==> config.mk <==
export PLATFORM = sky130hd
export DESIGN_NAME = ts_sync_time_gen
export DESIGN_NICKNAME = d
export VERILOG_FILES = /design/src/rtl/ts_sync_time_gen.sv
export SDC_FILE = /design/constraint.sdc
export NUM_CORES = 1
export LEC_CHECK = 0
export CAP_MARGIN = 20
export CORE_MARGIN = 2
export CORE_UTILIZATION = 50
export CTS_CLUSTER_DIAMETER = 150
export DETAILED_ROUTE_END_ITERATION = 8
export PLACE_DENSITY = 0.82
export SLEW_MARGIN = 15
export SYNTH_ARGS = -nofsm -noshare
export SYNTH_HDL_FRONTEND = slang
export SYNTH_HIERARCHICAL = 1
export SYNTH_SLANG_ARGS = --single-unit
==> constraint.sdc <==
create_clock -name i_clk -period 5.68 [get_ports i_clk]
set_clock_uncertainty 0.2 [all_clocks]
set_input_delay 1.136 -clock i_clk [delete_from_list [all_inputs] [get_ports i_clk]]
set_output_delay 1.136 -clock i_clk [all_outputs]
set_load 0.03 [all_outputs]
==> src/rtl/ts_sync_time_gen.sv <==
// Local sync-time generator: ns time counter with absolute load, periodic staggered write strobes.
// Optional slewed offset correction is built when TS_SLEW_CORR_EN is defined.
module ts_sync_strobe_ch (
  input  logic i_clk,
  input  logic i_rst_n,
  input  logic i_tap,
  input  logic i_en,
  output logic o_wr
);
  always_ff @(posedge i_clk or negedge i_rst_n) begin
    if (!i_rst_n) o_wr <= 1'b0;
    else          o_wr <= i_tap & i_en;
  end
endmodule

module ts_sync_time_gen #(
  parameter int TIME_W  = 48,
  parameter int INC_NS  = 8,
  parameter int SLEW_NS = 1,
  parameter int CH_NUM  = 4,
  parameter int STAGGER = 2
) (
  input  logic              i_clk,
  input  logic              i_rst_n,
  input  logic              i_time_set_wr,
  input  logic [TIME_W-1:0] iv_time_set,
`ifdef TS_SLEW_CORR_EN
  input  logic              i_offset_wr,
  input  logic [31:0]       iv_offset,
  output logic              o_adj_busy,
`endif
  input  logic [31:0]       iv_period_ns,
  input  logic [CH_NUM-1:0] iv_ch_en,
  output logic [TIME_W-1:0] ov_sync_time,
  output logic [CH_NUM-1:0] ov_sync_time_wr
);
  localparam int STAGES = (CH_NUM - 1) * STAGGER;

  logic [TIME_W-1:0] time_q, time_d;

`ifdef TS_SLEW_CORR_EN
  localparam logic signed [31:0] SLEW_S = 32'(SLEW_NS);

  logic signed [31:0] res_q, res_d, step;
  logic               busy_q;

  // step carries the sign of the residual, so res_d = res_q - step in both directions
  always_comb begin
    step  = '0;
    res_d = res_q;
    if (i_time_set_wr)    res_d = '0;
    else if (i_offset_wr) res_d = iv_offset;
    else if (res_q > 0) begin
      step  = (res_q > SLEW_S) ? SLEW_S : res_q;
      res_d = res_q - step;
    end else if (res_q < 0) begin
      step  = (res_q < -SLEW_S) ? -SLEW_S : res_q;
      res_d = res_q - step;
    end
  end

  always_comb begin
    time_d = time_q + TIME_W'(INC_NS) + TIME_W'(step);
    if (i_time_set_wr) time_d = iv_time_set;
  end

  // busy covers the cycle the offset lands and the cycle after the residual drains
  always_ff @(posedge i_clk or negedge i_rst_n) begin
    if (!i_rst_n) begin
      res_q  <= '0;
      busy_q <= 1'b0;
    end else begin
      res_q  <= res_d;
      busy_q <= (res_q != 0) || (res_d != 0);
    end
  end

  assign o_adj_busy = busy_q;
`else
  always_comb begin
    time_d = time_q + TIME_W'(INC_NS);
    if (i_time_set_wr) time_d = iv_time_set;
  end
`endif

  always_ff @(posedge i_clk or negedge i_rst_n) begin
    if (!i_rst_n) time_q <= '0;
    else          time_q <= time_d;
  end

  assign ov_sync_time = time_q;

  // period counter; a load restarts the period and suppresses that cycle's tick
  logic [31:0] per_cnt_q, per_cnt_d;
  logic [32:0] per_sum;
  logic        tick;

  always_comb begin
    per_sum   = {1'b0, per_cnt_q} + 33'(INC_NS);
    tick      = 1'b0;
    per_cnt_d = per_sum[31:0];
    if (i_time_set_wr || (iv_period_ns == '0)) begin
      per_cnt_d = '0;
    end else if (per_sum >= {1'b0, iv_period_ns}) begin
      tick      = 1'b1;
      per_cnt_d = '0;
    end
  end

  always_ff @(posedge i_clk or negedge i_rst_n) begin
    if (!i_rst_n) per_cnt_q <= '0;
    else          per_cnt_q <= per_cnt_d;
  end

  // vld_pipe[0] is the live tick; higher taps are registered delays
  logic [STAGES:0] vld_pipe;

  generate
    if (STAGES == 0) begin : g_no_pipe
      assign vld_pipe = tick;
    end else begin : g_pipe
      logic [STAGES:1] pipe_q;
      always_ff @(posedge i_clk or negedge i_rst_n) begin
        if (!i_rst_n) pipe_q <= '0;
        else          pipe_q <= vld_pipe[STAGES-1:0];
      end
      assign vld_pipe = {pipe_q, tick};
    end
  endgenerate

  logic [CH_NUM-1:0] ch_tap;

  always_comb begin
    ch_tap = '0;
    for (int k = 0; k < CH_NUM; k++) ch_tap[k] = vld_pipe[k*STAGGER];
  end

  ts_sync_strobe_ch u_ch [CH_NUM-1:0] (
    .i_clk   (i_clk),
    .i_rst_n (i_rst_n),
    .i_tap   (ch_tap),
    .i_en    (iv_ch_en),
    .o_wr    (ov_sync_time_wr)
  );
endmodule
; Yosys cells after proc, flatten, opt, wreduce, memory -nomap -nowiden
; Cells that the tools add are included.
[op_classes]
add_sub_neg = 2
order_cmp = 1
mux = 5
n_bitwise = 4
n_reduce_logical = 2
[ops]
columns = cell, n
row1 = $mux 32, 2
row2 = $add 48x4->48 const B, 1
row3 = $mux 48, 1
row4 = $add 32x4->33 const B, 1
row5 = $ge 33x32->1, 1
row6 = $logic_not 32->1, 1
row7 = $and 1x1->1, 4
row8 = $mux 1, 2
row9 = $logic_or 1x1->1, 1
[word_totals]
reg_bits = 90
inputBits = 87
output_inout_bits = 52
elab_cells = 21

; Longest topological paths before layout
; Gate-level depths: netlist of run 1.
[depth]
word_depth = 5
ltp_mapped = 15

; Hierarchy
; Netlist of run 1, hierarchy kept.
[by_module_without_submodules]
columns = module, instances, cells_per_inst, area_each_um2, seq_area_each_um2
row1 = ts_sync_time_gen, 1, 555, 5019.8, 2077.0
row2 = ts_sync_strobe_ch, 4, 2, 31.3, 25.0

; Worst setup path before layout of run 1
; Ideal clock, no wire load.
[synth_timing]
path_kind = reg2reg
from = reg per_cnt_q[7]
to = reg per_cnt_q[25]
arrival_time_ns = 2.974
required_time_ns = 5.403
path_slack_ns = 2.428
path_stages_with_launch = 15
synth_period_minus_slack_ns = 3.252
path_cell_list = dfrtp_1 nand3_2 or3_4 nor3_4 nand2_1 xnor2_1 ha_1 a21oi_1 a21oi_1 a2111oi_0 o311a_1 nand4_1 buf_4 buf_6 a21oi_1
[synth_between]
elab_chain_len = 4
[synth_rtl]
columns = element, line_no
row1 = from (decl), 94  ; logic [31:0] per_cnt_q, per_cnt_d;
row2 = from (signal assigned), 112  ; else per_cnt_q <= per_cnt_d;
row3 = $add 32x4->33 *, 99  ; per_sum = {1'b0, per_cnt_q} + 33'(INC_NS);
row4 = $ge 33x32->1, 104  ; end else if (per_sum >= {1'b0, iv_period_ns}) begin
row5 = $mux 32 *, 104
row6 = $mux 32 *, 102  ; if (i_time_set_wr || (iv_period_ns == '0)) begin
row7 = via per_cnt_d[25], 94
; The timed path passes the listed nets; every way through them passes the cells marked *.

; Worst setup path after layout of run 1
[layout_timing]
from = reg per_cnt_q[3]
to = reg per_cnt_q[21]
; Same word-level chain as after synthesis.

==> flow_summary.ini, run 1 <==
[status]
status = complete, no violations

[sta]
drv_slew = 0
finalSetupTns_ns = 0
max-slew-margin-rel_pct = 47.0
finalSetupViolCount = 0
finalHoldViolCount = 0
clock.fmax_mhz = 258
fin_crit_ns = 3.88
rsz0062_at_grt = false
fin_crit_sh_pct = 68.4
worst_pin_slew_ns = 0.795

[global_route]
grt-ovfl-total = 0
track_usage_pct = 24.3
grt_first_pass_wirelength_um = 21800
antenna_found_initial = 0
grt_pass1_vias = 4619
grt_max_degree = 93

[floorplan]
num_rows = 37
die_y_um = 105
die_area_mm2 = 0.0111
die_w_um = 105
ios = 139
start_util_pct = 50.7
core_area_mm2 = 0.0101

[worst_setup_path]
criticalPathCategory = flop to flop
regToRegSetupSlack_ns = 1.80
startpoint_type = flop
cp-end-kind = flop
worstReg2RegEnd = per_cnt_q[21]$_DFF_PN0_
cp.arrival_ns = 3.96
rr_worst_depth = 13
reg2reg_from = per_cnt_q[3]$_DFF_PN0_
required_ns = 5.75
cp_max_fo = 29

[cells_and_area]
post-route-util_pct = 67.4
multi_input_area_mm2 = 0.00275
fillCellCount = 793
fin_area_mm2 = 0.00683
mostFrequentLayoutCells = 136 x clkdlybuf4s50_1, 87 x dfrtp_1, 85 x nand2_1
drive_gt1_share_pct = 5.82
layout_commonest_cell = clkdlybuf4s50_1
n_antenna_cell = 0
syn2layout_area_growth_pct = 32.7
nNetsFinal = 818
final-seq-area_mm2 = 0.00218

[clock_network]
holdBufCountCts = 0
clock_latency_ns = 0.37
numCtsBuffers = 9
htree_levels = 3
cts_max_path_buffers = 2
post_cts_resized = 0
cts_tree = yes
cts.sinks = 87
clock-root-buffer = clkbuf_8
clk_pin_slew_ns = 0.08
cts_setup_buffers = 0

[flow_run]
max_cap_viol_count = 0

[power_and_ir_drop]
power.switching_uw = 423
combPwrFrac_pct = 21.8
leakagePower_uw = 0.00296
pwr-share-seq_pct = 48.7
clockPowerShare_pct = 29.5
ir_worst_vdd_mv = 0.110
power.density_mw_per_mm2 = 210
p_sw_share_pct = 29.5
intPower_uw = 1010

[yosys]
syn_area_mm2 = 0.00514
synthFlopType = dfrtp_1
avgSynthCellArea_um2 = 9.14
synth_fp_nets = 681
ys_seq_area_share_pct = 42.3
synth_cell_types = 44
ys_async_sr_fraction_pct = 100
synth-seq-cells = 87
synth_edf_count = 0
yosys_warnings = 6
synthCells = 563

[routing]
ant_nets = 0
vias = 4553
route.detailed.drc = 0
wl_per_cell_um = 15.3
drt_iter0_markers = 173
drt_wl_total_um = 12900
vias_per_cell = 5.41
first_pass_iters = 4

[hold_path]
min_path_type = flop to flop
whs_endpoint = g_pipe.pipe_q[2]$_DFF_PN0_
holdPathStages = 0
hp-start = g_pipe.pipe_q[1]$_DFF_PN0_

[placement]
place.gp.congestion = 0.847
hpwl_um = 9960
io_buffers = 138
placed_area_mm2 = 0.00663
flip-flops by register name (all words and copies together) (netlist names):
register       cells
g_pipe.pipe_q      6
ov_sync_time      48
per_cnt_q         29
u_ch/o_wr          4
per-stage QoR:
stage	std cells	power, uW	setup slack, ns	hold WS (ns)
2_1_floorplan	563	851	2.43	0.131
3_3_place_gp	825	1010	1.91	0.131
3_5_place_dp	825	1020	1.80	0.136
4_1_cts	841	1450	1.76	0.155
5_1_grt	841	1500	1.46	0.159
6_report	841	1430	1.80	0.151
critical path, stage by stage (launching register included):
cell and delay [ns]:
dfrtp_1 0.43, nand4_1 0.18, or3_4 0.47, nor3_4 0.30
nand2_1 0.11, xnor2_1 0.29, ha_1 0.31, nand3_1 0.14
nor2_1 0.08, a2111oi_0 0.47, o311a_1 0.27, nand4_1 0.08
buf_4 0.24, nor3b_1 0.23
metal layers:
metal	vias to the layer above	part of all wire (%)	global-route usage [%]
met2	156	48	39.5
met1	2175	42	32.3
li1	2204	-	-
met4	0	1.4	6.95
met3	18	8.0	6.12
met5	-	0	0
cells by family after synthesis:
kind of cell / Yosys count / share of synthesized area [%]
and+or+nand+nor: 247 / 25.7
DFF: 87 / 42.3
AOI/OAI and AO/OA: 73 / 7.64
xor gates and xnor gates: 69 / 11.7
buffers and inverters: 52 / 4.23
adders and majority gates: 31 / 7.54
muxes: 4 / 0.875
power groups by stage:
stage	Sequential, uW	Combinational [uW]	Clock [uW]
2_1_floorplan	768	83.9	0
3_3_place_gp	707	308	0
3_5_place_dp	710	314	0
4_1_cts	697	316	433
5_1_grt	704	337	462
6_report	698	313	423
synth_stat cells, drive strengths merged, types with 3 or more instances:
library cell	n	share of area, %
clkbuf	10	0.73
nor2b	15	1.8
or3	3	0.46
a21oi	16	1.6
mux2	4	0.88
xor2	30	5.1
and4	6	1.0
nor2	30	2.2
or2	3	0.36
ha	31	7.5
nor4	9	1.5
and2	7	0.85
and3	12	1.5
dfrtp	87	42
nand3	35	3.8
nand4	25	3.2
nor3b	7	1.1
nor3	10	1.6
buf	5	0.78
o21ai	50	4.9
inv	36	2.6
xnor2	39	6.6
nand2	85	6.2
cell type report:
class / count / share of cell area, %
multi-input combinational: 424 / 40.3
inverter: 37 / 2.05
tap: 136 / 2.49
clock inverter: 2 / 0.183
timing repair buffer: 141 / 20.4
sequential: 87 / 31.9
clock buffer: 14 / 2.67
worst max-delay path by stage:
| stage | startpoint | to | slack (ns) | depth (start not counted) |
|---|---|---|---|---|
| 3_5_place_dp | per_cnt_q[3]$_DFF_PN0_ | per_cnt_q[19]$_DFF_PN0_ | 1.80 | 13 |
| 5_1_grt | per_cnt_q[3]$_DFF_PN0_ | per_cnt_q[31]$_DFF_PN0_ | 1.46 | 13 |
| 4_1_cts | per_cnt_q[3]$_DFF_PN0_ | per_cnt_q[19]$_DFF_PN0_ | 1.76 | 13 |
| 6_report | per_cnt_q[3]$_DFF_PN0_ | per_cnt_q[21]$_DFF_PN0_ | 1.80 | 13 |
| 2_1_floorplan | per_cnt_q[7]$_DFF_PN0_ | per_cnt_q[25]$_DFF_PN0_ | 2.43 | 14 |
| 3_3_place_gp | iv_period_ns[28] | per_cnt_q[19]$_DFF_PN0_ | 1.91 | 10 |
(Power assumes the default switching activity.)
==> run 2: changes to the inputs <==
--- a/config.mk
+++ b/config.mk
@@ -7,10 +7,10 @@
 export LEC_CHECK = 0
 export CAP_MARGIN = 20
 export CORE_MARGIN = 2
-export CORE_UTILIZATION = 50
+export CORE_UTILIZATION = 49
 export CTS_CLUSTER_DIAMETER = 150
 export DETAILED_ROUTE_END_ITERATION = 8
-export PLACE_DENSITY = 0.82
+export PLACE_DENSITY = 0.81
 export SLEW_MARGIN = 15
 export SYNTH_ARGS = -nofsm -noshare
 export SYNTH_HDL_FRONTEND = slang
==> constraint.sdc (replaced) <==
create_clock -name i_clk -period 4 [get_ports i_clk]
set_clock_uncertainty 0.2 [all_clocks]
set_input_delay 0.8 -clock i_clk [delete_from_list [all_inputs] [get_ports i_clk]]
set_output_delay 0.8 -clock i_clk [all_outputs]
set_load 0.03 [all_outputs]
==> flow_summary.ini, run 2 (synthesis gave the netlist of run 1 again) <==
[status]
status = complete, no violations

[power_and_ir_drop]
clockPowerShare_pct = 32.2
p_sw_share_pct = 28.2
combPwrFrac_pct = 21.1
power.density_mw_per_mm2 = 309
power.switching_uw = 598
ir_worst_vdd_mv = 0.151
leakagePower_uw = 0.00298
pwr-share-seq_pct = 46.8
intPower_uw = 1520

[clock_network]
holdBufCountCts = 0
cts.sinks = 87
htree_levels = 3
clk_pin_slew_ns = 0.08
cts_max_path_buffers = 2
cts_setup_buffers = 0
cts_tree = yes
clock_latency_ns = 0.36
clock-root-buffer = clkbuf_8
post_cts_resized = 0
numCtsBuffers = 9

[worst_setup_path]
cp.arrival_ns = 3.88
startpoint_type = flop
rr_worst_depth = 13
cp-endpoint = per_cnt_q[27]$_DFF_PN0_
criticalPathCategory = flop to flop
worstReg2RegEnd = per_cnt_q[27]$_DFF_PN0_
cp-end-kind = flop
crit_chain = nand4_1 -> or3_4 -> nor3_4 -> nand2_1 -> xnor2_1 -> ha_1 -> nand3_1 -> nor2_1 -> a2111oi_0 -> o311a_1 -> nand4_1 -> buf_4 -> nor3b_1
worstSetupStartpoint = per_cnt_q[5]$_DFF_PN0_
crit_family = simple AND/OR/NAND/NOR gates
critPathSlowestCell = a2111oi_0
path_buf_inv = 1
regToRegSetupSlack_ns = 0.19
required_ns = 4.07
crit_path_frequent_cell = nand4_1
cp_max_fo = 29
crit_path_max_incr_delay_ns = 0.50
reg2reg_from = per_cnt_q[5]$_DFF_PN0_
cp.depth = 13

[floorplan]
ios = 139
num_rows = 37
die_w_um = 106
die_area_mm2 = 0.0113
start_util_pct = 50.1
core_area_mm2 = 0.0103
die_y_um = 106

[routing]
drt_wl_total_um = 13300
vias_per_cell = 5.51
wl_met2_um = 6390
route.detailed.drc = 0
drt_iter0_markers = 313
ant_nets = 0
wl_per_cell_um = 15.9
top_layer_used = met4
dr_wl_met3_um = 989
first_pass_iters = 4
vias = 4628
met1Wirelength_um = 5840

[cells_and_area]
post-route-util_pct = 66.8
drive_gt1_share_pct = 5.82
nNetsFinal = 819
fillCellCount = 811
mostFrequentLayoutCells = 136 x clkdlybuf4s50_1, 87 x dfrtp_1, 85 x nand2_1
n_antenna_cell = 0
syn2layout_area_growth_pct = 33.4
layout_commonest_cell = clkdlybuf4s50_1
largest_register_ffs = 48

[sta]
fin_crit_sh_pct = 95.3
finalHoldViolCount = 0
finalSetupViolCount = 0
finalSetupTns_ns = 0
drv_slew = 0
clock.fmax_mhz = 262
max-slew-margin-rel_pct = 48.0
rsz0062_at_grt = false
worst_pin_slew_ns = 0.781
fin_crit_ns = 3.81

[global_route]
grt_max_degree = 88
grt_first_pass_wirelength_um = 22000
grt_pass1_vias = 4637
antenna_found_initial = 0
track_usage_pct = 24.3
grt-ovfl-total = 0

[flow_run]
max_cap_viol_count = 0

[placement]
hpwl_um = 10100
place.gp.congestion = 0.875
io_buffers = 138

[hold_path]
min_path_type = flop to flop
==> run 2: cell types whose count changed in the layout (fill, tap and decap cells not counted), sizes merged <==
| cell | previous run | this run |
|---|---|---|
| clkbuf | 14 | 11 |
| buf | 5 | 6 |
| bufinv | 0 | 2 |
| clkinv | 2 | 1 |
==> run 2: cell type report <==
cell class,instances,area (um^2),area share (%)
clock inverters,3,67.6,0.984
flip-flops and latches,87,2180,31.7
well taps,136,170,2.48
multi-input cells,424,2750,40.1
repair buffers,142,1410,20.5
clock buffers,11,151,2.21
inverters,37,140,2.04
==> run 2: routing by layer <==
metal	global-route usage (%)	vias to the layer above
li1	-	2197
met1	31.3	2238
met2	41.2	178
met3	6.68	15
met4	5.19	0
met5	0	-
==> run 2: metrics by stage <==
| step | setup slack [ns] | power, uW | hold slack (ns) | cells | area [um^2] |
|---|---|---|---|---|---|
| 6_report | 0.187 | 2120 | 0.158 | 840 | 6860 |
| 5_1_grt | 0.0156 | 2210 | 0.167 | 840 | 6860 |
| 4_1_cts | 0.232 | 2130 | 0.159 | 838 | 6850 |
| 3_5_place_dp | 0.259 | 1450 | 0.140 | 824 | 6630 |
| 3_3_place_gp | 0.339 | 1440 | 0.132 | 824 | 6630 |
| 2_1_floorplan | 0.748 | 1210 | 0.131 | 563 | 5140 |
==> run 2: how the worst min path moves through the flow <==
stage / startpoint / to / slack (ns) / depth (start not counted)
5_1_grt: g_pipe.pipe_q[3]$_DFF_PN0_ / g_pipe.pipe_q[4]$_DFF_PN0_ / 0.17 / 0
3_3_place_gp: g_pipe.pipe_q[5]$_DFF_PN0_ / g_pipe.pipe_q[6]$_DFF_PN0_ / 0.13 / 0
6_report: g_pipe.pipe_q[3]$_DFF_PN0_ / g_pipe.pipe_q[4]$_DFF_PN0_ / 0.16 / 0
4_1_cts: g_pipe.pipe_q[1]$_DFF_PN0_ / g_pipe.pipe_q[2]$_DFF_PN0_ / 0.16 / 0
3_5_place_dp: g_pipe.pipe_q[1]$_DFF_PN0_ / g_pipe.pipe_q[2]$_DFF_PN0_ / 0.14 / 0
2_1_floorplan: g_pipe.pipe_q[1]$_DFF_PN0_ / g_pipe.pipe_q[2]$_DFF_PN0_ / 0.13 / 0
==> run 2: power groups by stage <==
stage	clock [uW]	combinational, uW	sequential, uW
after floorplan	0	119	1090
after global placement	0	437	1000
after detailed placement	0	446	1010
after CTS	687	449	990
after global routing	733	481	999
final	681	447	991
